**src/rtl/line.sv**
```systemverilog
// VGA horizontal line timing generator: ACTIVE/FRONT_PORCH/SYNC_PULSE/BACK_PORCH.
// Define LINE_EOL_EN to add a registered end-of-line strobe (eol).
package vga_pkg;
  typedef enum logic [1:0] {
    ACTIVE      = 2'd0,
    FRONT_PORCH = 2'd1,
    SYNC_PULSE  = 2'd2,
    BACK_PORCH  = 2'd3
  } VGA_state_e;
endpackage

module line
  import vga_pkg::*;
#(
  parameter int LINE_WIDTH = 12
) (
  input  logic                  clk,
  input  logic                  rstn,
  input  logic [LINE_WIDTH-1:0] visible_area,
  input  logic [LINE_WIDTH-1:0] front_porch,
  input  logic [LINE_WIDTH-1:0] sync_pulse,
  input  logic [LINE_WIDTH-1:0] back_porch,
  input  logic                  polarity,
  output logic                  sync,
  output VGA_state_e            state
`ifdef LINE_EOL_EN
  ,
  output logic                  eol
`endif
);

  localparam int W = LINE_WIDTH;
  localparam logic [W-1:0] ONE = W'(1);
  localparam logic [W:0] ONE_X = (W+1)'(1);

  logic [3:0][W-1:0] len;
  assign len = {back_porch, sync_pulse, front_porch, visible_area};

  VGA_state_e state_q, state_d;
  logic [W-1:0] counter, counter_d;
  logic sync_q, sync_d;
  logic live_q;
  logic done, found;
  logic [1:0] pos;
  VGA_state_e nxt_ph;

  always_comb begin
    done = ({1'b0, counter} + ONE_X) >= {1'b0, len[state_q]};
    found = 1'b0;
    nxt_ph = ACTIVE;
    // k = 4 lands back on the current phase when it is the only non-zero one
    for (int k = 1; k <= 4; k++) begin
      pos = state_q + 2'(k);
      if (!found && len[pos] != '0) begin
        found = 1'b1;
        nxt_ph = VGA_state_e'(pos);
      end
    end
    state_d = state_q;
    counter_d = counter + ONE;
    if (done) begin
      counter_d = '0;
      state_d = found ? nxt_ph : ACTIVE;
    end
    sync_d = (state_d == SYNC_PULSE) ? polarity : ~polarity;
  end

  always_ff @(posedge clk or negedge rstn) begin
    if (!rstn) begin
      state_q <= ACTIVE;
      counter <= '0;
      sync_q  <= 1'b0;
      live_q  <= 1'b0;
    end else begin
      state_q <= state_d;
      counter <= counter_d;
      sync_q  <= sync_d;
      live_q  <= 1'b1;
    end
  end

  // Until the first edge after reset, sync tracks the idle level directly
  assign sync = live_q ? sync_q : ~polarity;
  assign state = state_q;

`ifdef LINE_EOL_EN
  function automatic logic ends_line(
    input logic [1:0]        ph,
    input logic [W-1:0]      cnt,
    input logic [3:0][W-1:0] lens
  );
    logic later;
    later = 1'b0;
    for (int k = 0; k < 4; k++)
      if (k > int'(ph) && lens[k] != '0) later = 1'b1;
    return (lens != '0) && !later &&
           (({1'b0, cnt} + ONE_X) >= {1'b0, lens[ph]});
  endfunction

  logic eol_q, eol_d;

  assign eol_d = ends_line(state_d, counter_d, len);

  always_ff @(posedge clk or negedge rstn) begin
    if (!rstn) eol_q <= 1'b0;
    else       eol_q <= eol_d;
  end

  assign eol = eol_q;
`endif

endmodule

```
**config.mk**
```make
export PLATFORM = sky130hd
export DESIGN_NAME = line
export DESIGN_NICKNAME = d
export VERILOG_FILES = /design/src/rtl/line.sv
export SDC_FILE = /design/constraint.sdc
export NUM_CORES = 1
export LEC_CHECK = 0
export CORE_ASPECT_RATIO = 1.75
export CORE_MARGIN = 5
export CORE_UTILIZATION = 45
export DETAILED_ROUTE_END_ITERATION = 12
export MAX_ROUTING_LAYER = met4
export PLACE_DENSITY = 0.75
export SYNTH_ARGS = -nofsm -noshare
export SYNTH_HDL_FRONTEND = slang
export SYNTH_SLANG_ARGS = --single-unit
```
**constraint.sdc**
```tcl
create_clock -name clk -period 4.15 [get_ports clk]
set_input_delay 1.245 -clock clk [delete_from_list [all_inputs] [get_ports clk]]
set_output_delay 1.245 -clock clk [all_outputs]
set_load 0.05 [all_outputs]
```
# After elaboration in Yosys (flattened, before gate mapping)
# Cells that the tools add are included.
# totals
ff_bits	16
latch_bits	0
mem_bits_rw	0
rom_bits	0
n_memories	0
# op_classes
addsub	5
mul	0
div_mod_pow	0
magnitude_cmp	5
n_eq_ne	1
shift	0
mux	21
bitwise_logic	1
reduce_logical	10
# ops
operator	n
binary-select mux 12 bit (select 2 bit)	4
two-way mux 12 bit	5
nonzero test 12 bit	4
adder 12 x 1 -> 13 bit, second input constant	1
greater-or-equal comparator 13 x 12 -> 1 bit	1
adder 12 x 1 -> 12 bit, second input constant	1
< comparator 2 x 3 -> 1 bit, second input constant	4
two-way mux 2 bit	6
two-way mux 1 bit	6
adder 2 bit, second input constant	2
logical AND 1 bit	3
logical NOT 1 bit	3
adder 2 x 1 -> 2 bit, second input constant	1
equality test 2 bit, second input constant	1
NOT 1 bit	1

# Depth between registers and ports, before layout
# depth
depth_word	18
depth_mapped	12
depth_no_buf	12

# Least setup slack after synthesis
# No wires, ideal clock.
# synth_timing
kind	input to output
startpoint	in polarity
endpoint	out sync
t_arrival_ns	2.341
slack_ns	0.564
cell_stages	1
n_path_buf	0
cell_sequence	o21ai_0
# synth_via
elab_chain_cells	2
# synth_lines
element	line	text
start, declared	23	input logic polarity,
NOT 1 bit	83	assign sync = live_q ? sync_q : ~polarity;
two-way mux 1 bit	83	
end, declared	24	output logic sync,
# Every way passes these cells.

# Worst setup path after layout
# layout_timing
startpoint	in front_porch[5]
endpoint	reg sync_q
# layout_via
elab_chain_cells	17
word_cells_on_any_way	31
classes_between	order compare: 1; eq/ne: 1; mux: 19; reduce/logical: 10
# layout_lines
element	line	text
start, declared	20	input logic [LINE_WIDTH-1:0] front_porch,
binary-select mux 12 bit (select 2 bit)	54	if (!found && len[pos] != '0) begin
two-way mux 12 bit (implied by the code)	54	
nonzero test 12 bit	54	
two-way mux 1 bit	54	
logical NOT 1 bit	54	
logical AND 1 bit	54	
two-way mux 1 bit	54	
logical NOT 1 bit	54	
(+2 left out)	n/a	
logical NOT 1 bit	54	
logical AND 1 bit	54	
two-way mux 2 bit / two-way mux 1 bit (equally long branches)	54	
two-way mux 2 bit	63	state_d = found ? nxt_ph : ACTIVE;
two-way mux 2 bit *	61	if (done) begin
equality test 2 bit *	65	sync_d = (state_d == SYNC_PULSE) ? polarity : ~polarity;
two-way mux 1 bit *	65	
named net sync_d	41	logic sync_q, sync_d;
end signal, assigned	77	sync_q <= sync_d;
end, declared	41	
# Mark *: on every way through the listed nets, which the timed path passes. The rest lies on a longest branch. The select of a mux whose other input is x is not followed.

==> Flow_metrics.wiki <==
{| class="wikitable"
! Metric !! Value
|-
| Antenna diodes || 0
|-
| Slowest cell delay on critical path || ~0.57 ns
|-
| Height of the die || around 90 um
|-
| Power consumption || 963.9 uW
|-
| Min-delay worst type || flop to flop
|-
| Worst setup skew after layout || around 0.0019 ns
|-
| Placeable Area || 0.003665 mm^2
|-
| CP Cell Sequence || clkdlybuf4s50_1 -> mux4_1 -> inv_1 -> ha_1 -> a21o_1 -> a221oi_1 -> nor2_1 -> o31ai_1 -> o211ai_1 -> nor3b_2
|-
| Run status || complete, no violations
|-
| Final std cell area, no fill || around 0.0023 mm^2
|-
| Post-CTS setup buffer count || 0
|-
| Unrepaired setup endpoints after global routing || no
|-
| Maximum root-to-sink buffer count || 2
|-
| Rel. slew slack || 0.3516
|-
| Core utilization of the finished layout || 0.6374
|-
| I/O pin total || 54
|-
| Die width || approximately 57 um
|-
| Number of cells after detailed placement || roughly 270
|-
| Fin cells || 270
|-
| Critical Path Sink Type || flop
|-
| Vias per cell || 6.204
|-
| DR DRC count || 0
|-
| Area Overhead vs Synth || 36.48%
|-
| Detailed Routing Iterations Pass 1 || 4
|-
| Cell area after technology mapping || about 0.0017 mm^2
|-
| Hold Fails Final Rpt || 0
|-
| PwrDens || roughly 410 mW/mm^2
|-
| Via count of the first global-routing pass || ~1900
|-
| Critical path required time || around 4.3 ns
|-
| Slowest cell on the critical path || mux4_1
|-
| Yosys reg bits || 16
|-
| Routed wirelength normalized by instance count || around 18 um
|-
| Number of standard cells after synthesis || ~170
|-
| Post-route antenna net violation count || 0
|-
| Area used by multi-input combinational logic || 0.001215 mm^2
|-
| Worst-Margin Slew || ~0.97 ns
|-
| Proportion of synthesized chip area in sequential cells || 0.2339
|-
| Syn Area/Cell || ~10 um^2
|-
| Net count after synthesis || 235
|-
| Number of filler instances in the final layout || 300
|-
| Final GP Congestion || 0.9681
|-
| Largest vdd supply drop || between 0.2 and 0.25 mV
|-
| H-tree depth reported by CTS || 1
|-
| Total number of nets in the final design || just under 300
|-
| Critical Setup Path Class || primary input to flop
|-
| Post-detailed-placement cell area || roughly 0.0023 mm^2
|-
| Number of core rows || 29
|-
| Number of antenna violations at the first check in global routing || 0
|-
| Final critical path time including I/O delays and setup || between 3 and 4 ns
|-
| Total global routing overflow || 0
|-
| Number of vias after detailed routing || about 1700
|-
| DIE AREA || slightly above 0.005 mm^2
|-
| Final setup violation count || 0
|-
| Most common cell after layout, fill and taps aside || clkdlybuf4s50_1
|-
| CTS tree || yes
|-
| Maxcap violations || 0
|-
| Fraction of final layout cells with drive strength greater than 1 || 0.06696
|-
| TritonCTS sink count || 16
|-
| Hold-fix buffers, CTS || 0
|-
| Sum of negative setup slack || 0 ns
|-
| Number of enable-type register cells in the synthesized netlist || 0
|-
| Final critical-path share of the clock period || 0.9090
|-
| Most used DFF post-synth || dfrtp_1
|-
| Setup slack after layout || approximately 0.38 ns
|-
| Total wire length after detailed routing || between 4000 and 5000 um
|-
| Storage element area || between 400 and 500 um^2
|-
| Post-Route Hold Slack || 0.5066 ns
|-
| Clock input transition at the sequential cells of the worst setup and hold paths || ~0.06 ns
|-
| Worst slack after detailed placement || 0.1373 ns
|-
| Cell chosen for the clock root || clkbuf_8
|-
| Critical path launch point type || primary input
|-
| Max Transition Viols Final || 0
|-
| Global Route Usage Sum || 0.2038
|-
| Max frequency || 0.2651 GHz
|-
| Pin count of the biggest net entering global routing || 27
|-
| Total number of yosys warnings || 0
|-
| Biggest fanout along the worst timing path || 3
|-
| Buffers on Ports || 53
|-
| Effective utilization at floorplan || 0.4671
|-
| Buf+Inv Stages, Crit Path || 2
|-
| Placed wire-length estimate || 4121 um
|-
| Ys async rst share || 1.000
|-
| Arr. time, crit path || 3.91 ns
|-
| Top cell family by delay on the critical path || compound AO/OA/AOI/OAI gates
|-
| Leakage power total || between 0.9 and 1 nW
|-
| Global-route wire length before repair || 8252 um
|-
| Clk Latency, worst-skew pair || 0.26 ns
|-
| DRC marker count from the first detailed-route iteration || 44
|-
| Resize count post-CTS || 0
|-
| Clock buffers created by TritonCTS || 3
|-
| Commonest cells after routing, fill and taps aside || clkdlybuf4s50_1, dfrtp_1, inv_1
|-
| Cell variety after synth || 48
|}
==> Yosys cell counts (all sizes together) (4+ instances only) <==
cell	n	area (um^2)
and3	5	31.28
buf	5	40.03
dfrtp	16	400.4
ha	13	162.7
inv	14	52.55
mux4	12	311.5
nand2	6	25.03
nand3	13	65.06
nor2	9	33.78
nor2b	11	68.82
nor4	16	118.9
o31ai	4	35.03
or4	4	30.03
xnor2	6	52.55
xor2	4	35.03
==> final cells by class <==
class,count,area share
multi-input combinational,135,0.5201
timing repair buffer,55,0.2378
sequential,16,0.1714
tap,46,0.02464
clock buffer,4,0.02357
inverter,14,0.02250
==> path summary, 6_finish.rpt <==
kind | slack [ns] | depth (start not counted) | to | from
worst max-delay path | 0.38 | 10 | sync_q | front_porch[5]
worst min-delay path | 0.51 | 1 | counter[0] | counter[0]
worst max register to register | 0.68 | 9 | sync_q | state[0]
worst min register to register | 0.51 | 1 | counter[0] | counter[0]
max in group asynchronous | 2.29 | 1 | state[0] | rstn
min in group asynchronous | 1.41 | 1 | counter[3] | rstn
==> state kept, by name, indices dropped and copies added, names as in the netlist <==
register and cells:
counter 12, sync_q 1, live_q 1, state 2
==> per-layer routing <==
layer	vias to the layer above	routed length (um)	GRT usage
met1	782	1756	0.1956
met2	89	2616	0.3764
met5	-	0	-
met4	0	225	0.1208
li1	791	-	-
met3	13	302	0.02270
==> kinds of logic (layout without fill, tap and decap cells) <==
family          Yosys count  in the layout  share of synthesized area
fa+ha+maj                13             13                    0.09503
flops                    16             16                     0.2339
simple gates             75             75                     0.2639
mux                      12             12                     0.1820
buf+inv                  20             73                    0.05628
compound gates           24             24                     0.1155
other cells               1              1                   0.002191
xor+xnor                 10             10                    0.05117
==> report_power, final <==
| part | total (mW) | switching [mW] | internal [mW] |
|---|---|---|---|
| Combinational | 0.536 | 0.251 | 0.284 |
| Clock | 0.139 | 0.0547 | 0.0843 |
| Sequential | 0.289 | 0.0875 | 0.202 |
| Total | 0.964 | 0.394 | 0.570 |
(Power assumes the default switching activity.)
